File: config.mk
export PLATFORM = sky130hd
export DESIGN_NAME = lz77_enc_sched
export DESIGN_NICKNAME = d
export VERILOG_FILES = /design/src/rtl/lz77_enc_sched.sv
export SDC_FILE = /design/constraint.sdc
export NUM_CORES = 1
export LEC_CHECK = 0
export ABC_AREA = 1
export BUFFER_PORTS_ARGS = -buffer_cell sky130_fd_sc_hd__buf_2
export CAP_MARGIN = 15
export CORE_ASPECT_RATIO = 0.7
export CORE_MARGIN = 2
export CORE_UTILIZATION = 55
export DETAILED_ROUTE_END_ITERATION = 10
export PLACE_DENSITY = 0.78
export SYNTH_ARGS = -nofsm -noshare
export SYNTH_HDL_FRONTEND = slang
export SYNTH_SLANG_ARGS = --single-unit
File: constraint.sdc
create_clock -name clk -period 2.9 [get_ports clk]
set_input_delay 0.29 -clock clk [delete_from_list [all_inputs] [get_ports clk]]
set_output_delay 0.29 -clock clk [all_outputs]
set_load 0.1 [all_outputs]
File: src/rtl/lz77_enc_sched.sv
// lz77_enc_sched: round-robin scheduler sharing one LZ77 encoder core between two requesters
module lz77_enc_sched #(
    parameter int IN_LEN     = 22,
    parameter int AW         = 5,
    parameter int FIFO_DEPTH = 32
) (
    input  logic          clk,
    input  logic          reset,
    input  logic [1:0]    req,
    output logic [1:0]    grant,
    output logic [1:0]    done,
    output logic          rd_en,
    output logic          rd_sel,
    output logic [AW-1:0] rd_addr,
    input  logic [7:0]    rd_data,
    output logic          enc_reset,
    output logic [7:0]    enc_chardata,
    input  logic          enc_valid,
    input  logic          enc_finish,
    input  logic [3:0]    enc_offset,
    input  logic [2:0]    enc_match_len,
    input  logic [7:0]    enc_char_nxt,
    output logic          tok_valid,
    input  logic          tok_ready,
    output logic [14:0]   tok_data,
    output logic          tok_src,
    output logic          ovf
);
    localparam int FW = $clog2(FIFO_DEPTH);

    typedef enum logic [2:0] {IDLE, RST, LOAD, RUN, DONE} state_t;

    state_t        state, state_nxt;
    logic [AW-1:0] k;
    logic          rr_ptr;
    logic [15:0]   mem [FIFO_DEPTH];
    logic [FW-1:0] wr_ptr, rd_ptr;
    logic [FW:0]   count;
    logic          start, last_ld, pick, push, pop, full, wr_ok;

    // a job is admitted only when the FIFO can absorb a whole job's worth of tokens
    assign start   = |req && count <= (FW+1)'(FIFO_DEPTH - IN_LEN);
    assign pick    = &req ? rr_ptr : req[1];
    assign last_ld = k == AW'(IN_LEN - 1);
    assign push    = state == RUN && enc_valid;
    assign pop     = tok_valid && tok_ready;
    assign full    = count == (FW+1)'(FIFO_DEPTH);
    assign wr_ok   = push && !full;

    // state register
    always_ff @(posedge clk)
        if (reset) state <= IDLE;
        else state <= state_nxt;

    // job sequencing: admit, reset encoder, stream characters, wait for finish
    always_comb begin
        state_nxt = state;
        case (state)
            IDLE:    state_nxt = start ? RST : IDLE;
            RST:     state_nxt = LOAD;
            LOAD:    state_nxt = last_ld ? RUN : LOAD;
            RUN:     state_nxt = enc_finish ? DONE : RUN;
            default: state_nxt = IDLE;
        endcase
    end

    // outputs: buffer reads run one character ahead of the encoder feed
    always_comb begin
        done                = state == DONE ? grant : 2'b00;
        rd_en               = state == RST || (state == LOAD && !last_ld);
        rd_addr             = state == LOAD && !last_ld ? k + AW'(1) : '0;
        rd_sel              = grant[1];
        enc_reset           = reset || state == RST;
        enc_chardata        = state == LOAD ? rd_data : 8'h00;
        tok_valid           = count != '0;
        {tok_data, tok_src} = mem[rd_ptr];
    end

    // job ownership, load counter and round-robin pointer
    always_ff @(posedge clk)
        if (reset) begin
            grant  <= 2'b00;
            k      <= '0;
            rr_ptr <= 1'b0;
        end else begin
            if (state == IDLE && start) grant <= pick ? 2'b10 : 2'b01;
            if (state == DONE) begin
                grant  <= 2'b00;
                rr_ptr <= ~grant[1];
            end
            k <= state == LOAD ? k + AW'(1) : '0;
        end

    // token storage, tagged with the owner in the low bit
    always_ff @(posedge clk)
        if (wr_ok) mem[wr_ptr] <= {enc_offset, enc_match_len, enc_char_nxt, grant[1]};

    // FIFO pointers, occupancy and sticky overflow
    always_ff @(posedge clk)
        if (reset) begin
            wr_ptr <= '0;
            rd_ptr <= '0;
            count  <= '0;
            ovf    <= 1'b0;
        end else begin
            if (wr_ok) wr_ptr <= wr_ptr + FW'(1);
            if (pop) rd_ptr <= rd_ptr + FW'(1);
            count <= count + (FW+1)'(wr_ok) - (FW+1)'(pop);
            if (push && full) ovf <= 1'b1;
        end
endmodule
==> impl_metrics.tcl <==
set metrics [dict create \
    antenna_found_initial 0 \
    rows 62 \
    fillers 3009 \
    dieArea_sq_um 43000 \
    core_area_sq_um 40900 \
    cpMostUsedCell "nand2_1" \
    initial_core_util 0.556 \
    rsz0062_at_grt "false" \
    hold_path_class "in -> reg" \
    dp.cells 2560 \
    mostFrequentLayoutCells "748 x nand2_1, 512 x edfxtp_1, 400 x nand3_1" \
    finalCritPeriodShare 0.973 \
    io_buffers 67 \
    drv_slew 0 \
    drc 0 \
    root_buffer "clkbuf_16" \
    synth.cell_area_sq_um 22700 \
    viasPerCell 5.78 \
    yosysTopAreaCellShare 0.677 \
    drive_above_1_share 0.102 \
    worstSetupEndpointType "output port" \
    slowest_delay_ns 0.36 \
    grt_usage 0.256 \
    avgSynthCellArea_sq_um 11.3 \
    crit_family "simple AND/OR/NAND/NOR gates" \
    fmax_mhz 354 \
    gp_congestion 0.941 \
    yosys_warnings 0 \
    crit_slowest_cell "dfxtp_4" \
    io_pins 68 \
    dr.pass1.iters 6 \
    postRouteWirelength_mm 55.6 \
    power_mw 20.2 \
    yosys.area.top_type "edfxtp_1" \
    post-dp-hpwl_mm 31.0 \
    ys_types 34 \
    hold_viol 0 \
    dr_total_vias 15300 \
    seq_area_frac_synth 0.706 \
    synth-seq-cells 545 \
    wl_per_cell_um 21.0 \
    relSlewSlack 0.507 \
    holdWs_ns 0.0887 \
    cp_max_fo 46 \
    final_common_cell "nand2_1" \
    fin_cells 2649 \
    die_y_um 174 \
    clkLatencyLatePin_ns 0.58 \
    pwr_density_cell_nw_per_um2 798 \
    drtIter0Drc 2004 \
    period_minus_slack_ns 2.82 \
    max-cap-violations 0 \
    arrival_ns 2.53 \
    p_leak_nw 9.46 \
    utilization 0.620 \
    synth_top_cells_by_area "edfxtp_1 68%, nand2_1 12%, nand3_1 8.8%, dfxtp_1 2.9%, buf_6 1.7%" \
    die_w_um 247 \
    cts_sinks 545 \
    status "finished clean" \
    grt_max_degree 147 \
    area_growth_pct 11.6 \
    critical_path.startpoint_type "register" \
    cts_buffers 49 \
    path_class "reg -> out" \
    gr-total-overflow 0 \
    cts_tree "done" \
    postRouteAntennaNets 0 \
    required_ns 2.61 \
    worst_pin_slew_ns 0.739 \
    cts_max_path_buffers 3 \
    syn-instance-count 2007 \
    h-tree-depth 2 \
    worstPathBufferInverterCount 4 \
    grt_pass1_vias 14600 \
    crit_chain "buf_12, clkinv_16, buf_12, nand2_1, nand3_1, nand3_1, nand2_1, nand2_1, nand2_1, nand2_1, nand2_1, buf_12" \
    peakVddDrop_mv 0.590 \
    finalSetupViolations 0 \
    grt_pass1_wl_mm 83.4 \
    finalClockSkew_ns 0.0170 \
    clk_transition_reported_paths_ns 0.06 \
    syn_nets 2056 \
    layout.nets 2122 \
]
metal layers:
layer  global-route usage  share of wire
met5                    0              0
met4               0.0884          0.029
met3               0.0519           0.11
met2                0.384           0.44
met1                0.377           0.41
power by group:
part,switching [mW],internal [mW]
Clock,2.71,3.24
Combinational,3.93,1.55
Sequential,0.0834,8.70
state kept, by name (all words and copies together), names as in the netlist, 2 cells and up, named ones only:
| name | count |
|---|---|
| rd_ptr | 5 |
| k | 5 |
| state | 3 |
| grant | 2 |
| mem | 512 |
| count | 6 |
| wr_ptr | 5 |
synthesized netlist by cell type, drive strengths merged:
master	n
a211oi	1
a21boi	1
a21o	1
a21oi	22
a31oi	1
and2	1
buf	94
clkbuf	18
dfxtp	33
edfxtp	512
fa	1
ha	18
inv	51
nand2	754
nand3	400
nand4	4
nor2	69
nor3	6
nor3b	1
o2111ai	1
o211ai	1
o21ai	11
o31ai	1
xnor2	3
xor2	2
per-stage QoR:
step,setup TNS [ns],setup WS (ns),cell area [sq um]
final,0,0.0778,25300
after floorplan,-0.345,-0.199,22800
after CTS,-0.00188,-0.00188,25200
after detailed placement,0,0.385,23700
after global placement,0,0.451,23700
after global routing,0,0.00135,25300
cells by family (layout without fill, tap and decap cells):
group / Yosys count / in the layout / synth area share
flip-flops: 545 / 545 / 0.706
XOR/XNOR: 5 / 5 / 0.00193
AO/OA/AOI/OAI: 40 / 40 / 0.00958
buffers and inverters: 163 / 260 / 0.0443
other: 0 / 1 / 0
AND/OR/NAND/NOR: 1235 / 1235 / 0.228
adder cells (fa/ha/maj): 19 / 19 / 0.0108
worst paths after layout:
path                            start                  end  cells after the start  slack, ns
setup / recovery             register          tok_data[1]                     12       0.08
hold / removal                  reset     ovf$_SDFFE_PP0P_                      2       0.09
setup reg to reg  count[4]$_SDFF_PP0_  count[4]$_SDFF_PP0_                     14       0.35
hold reg to reg       k[0]$_SDFF_PP0_      k[0]$_SDFF_PP0_                      1       0.49
layout make-up:
type	count	area [sq um]	share of cell area
Sequential cell	545	16000	0.633
Multi-Input combinational cell	1299	5740	0.226
Clock buffer	69	1320	0.0521
Timing Repair Buffer	127	1240	0.0491
Tap cell	544	681	0.0269
Inverter	51	223	0.00879
Clock inverter	13	93.8	0.00370
Antenna cell	1	2.50	0.0000987
timing repair:
item,in CTS,in global routing
endpoints found under the hold margin,1,0
resized for setup,3,10
hold buffers,1,0
setup endpoints to repair,5,16
cloned,0,3
setup buffers,0,2
Power figures use the tool's default switching activity.
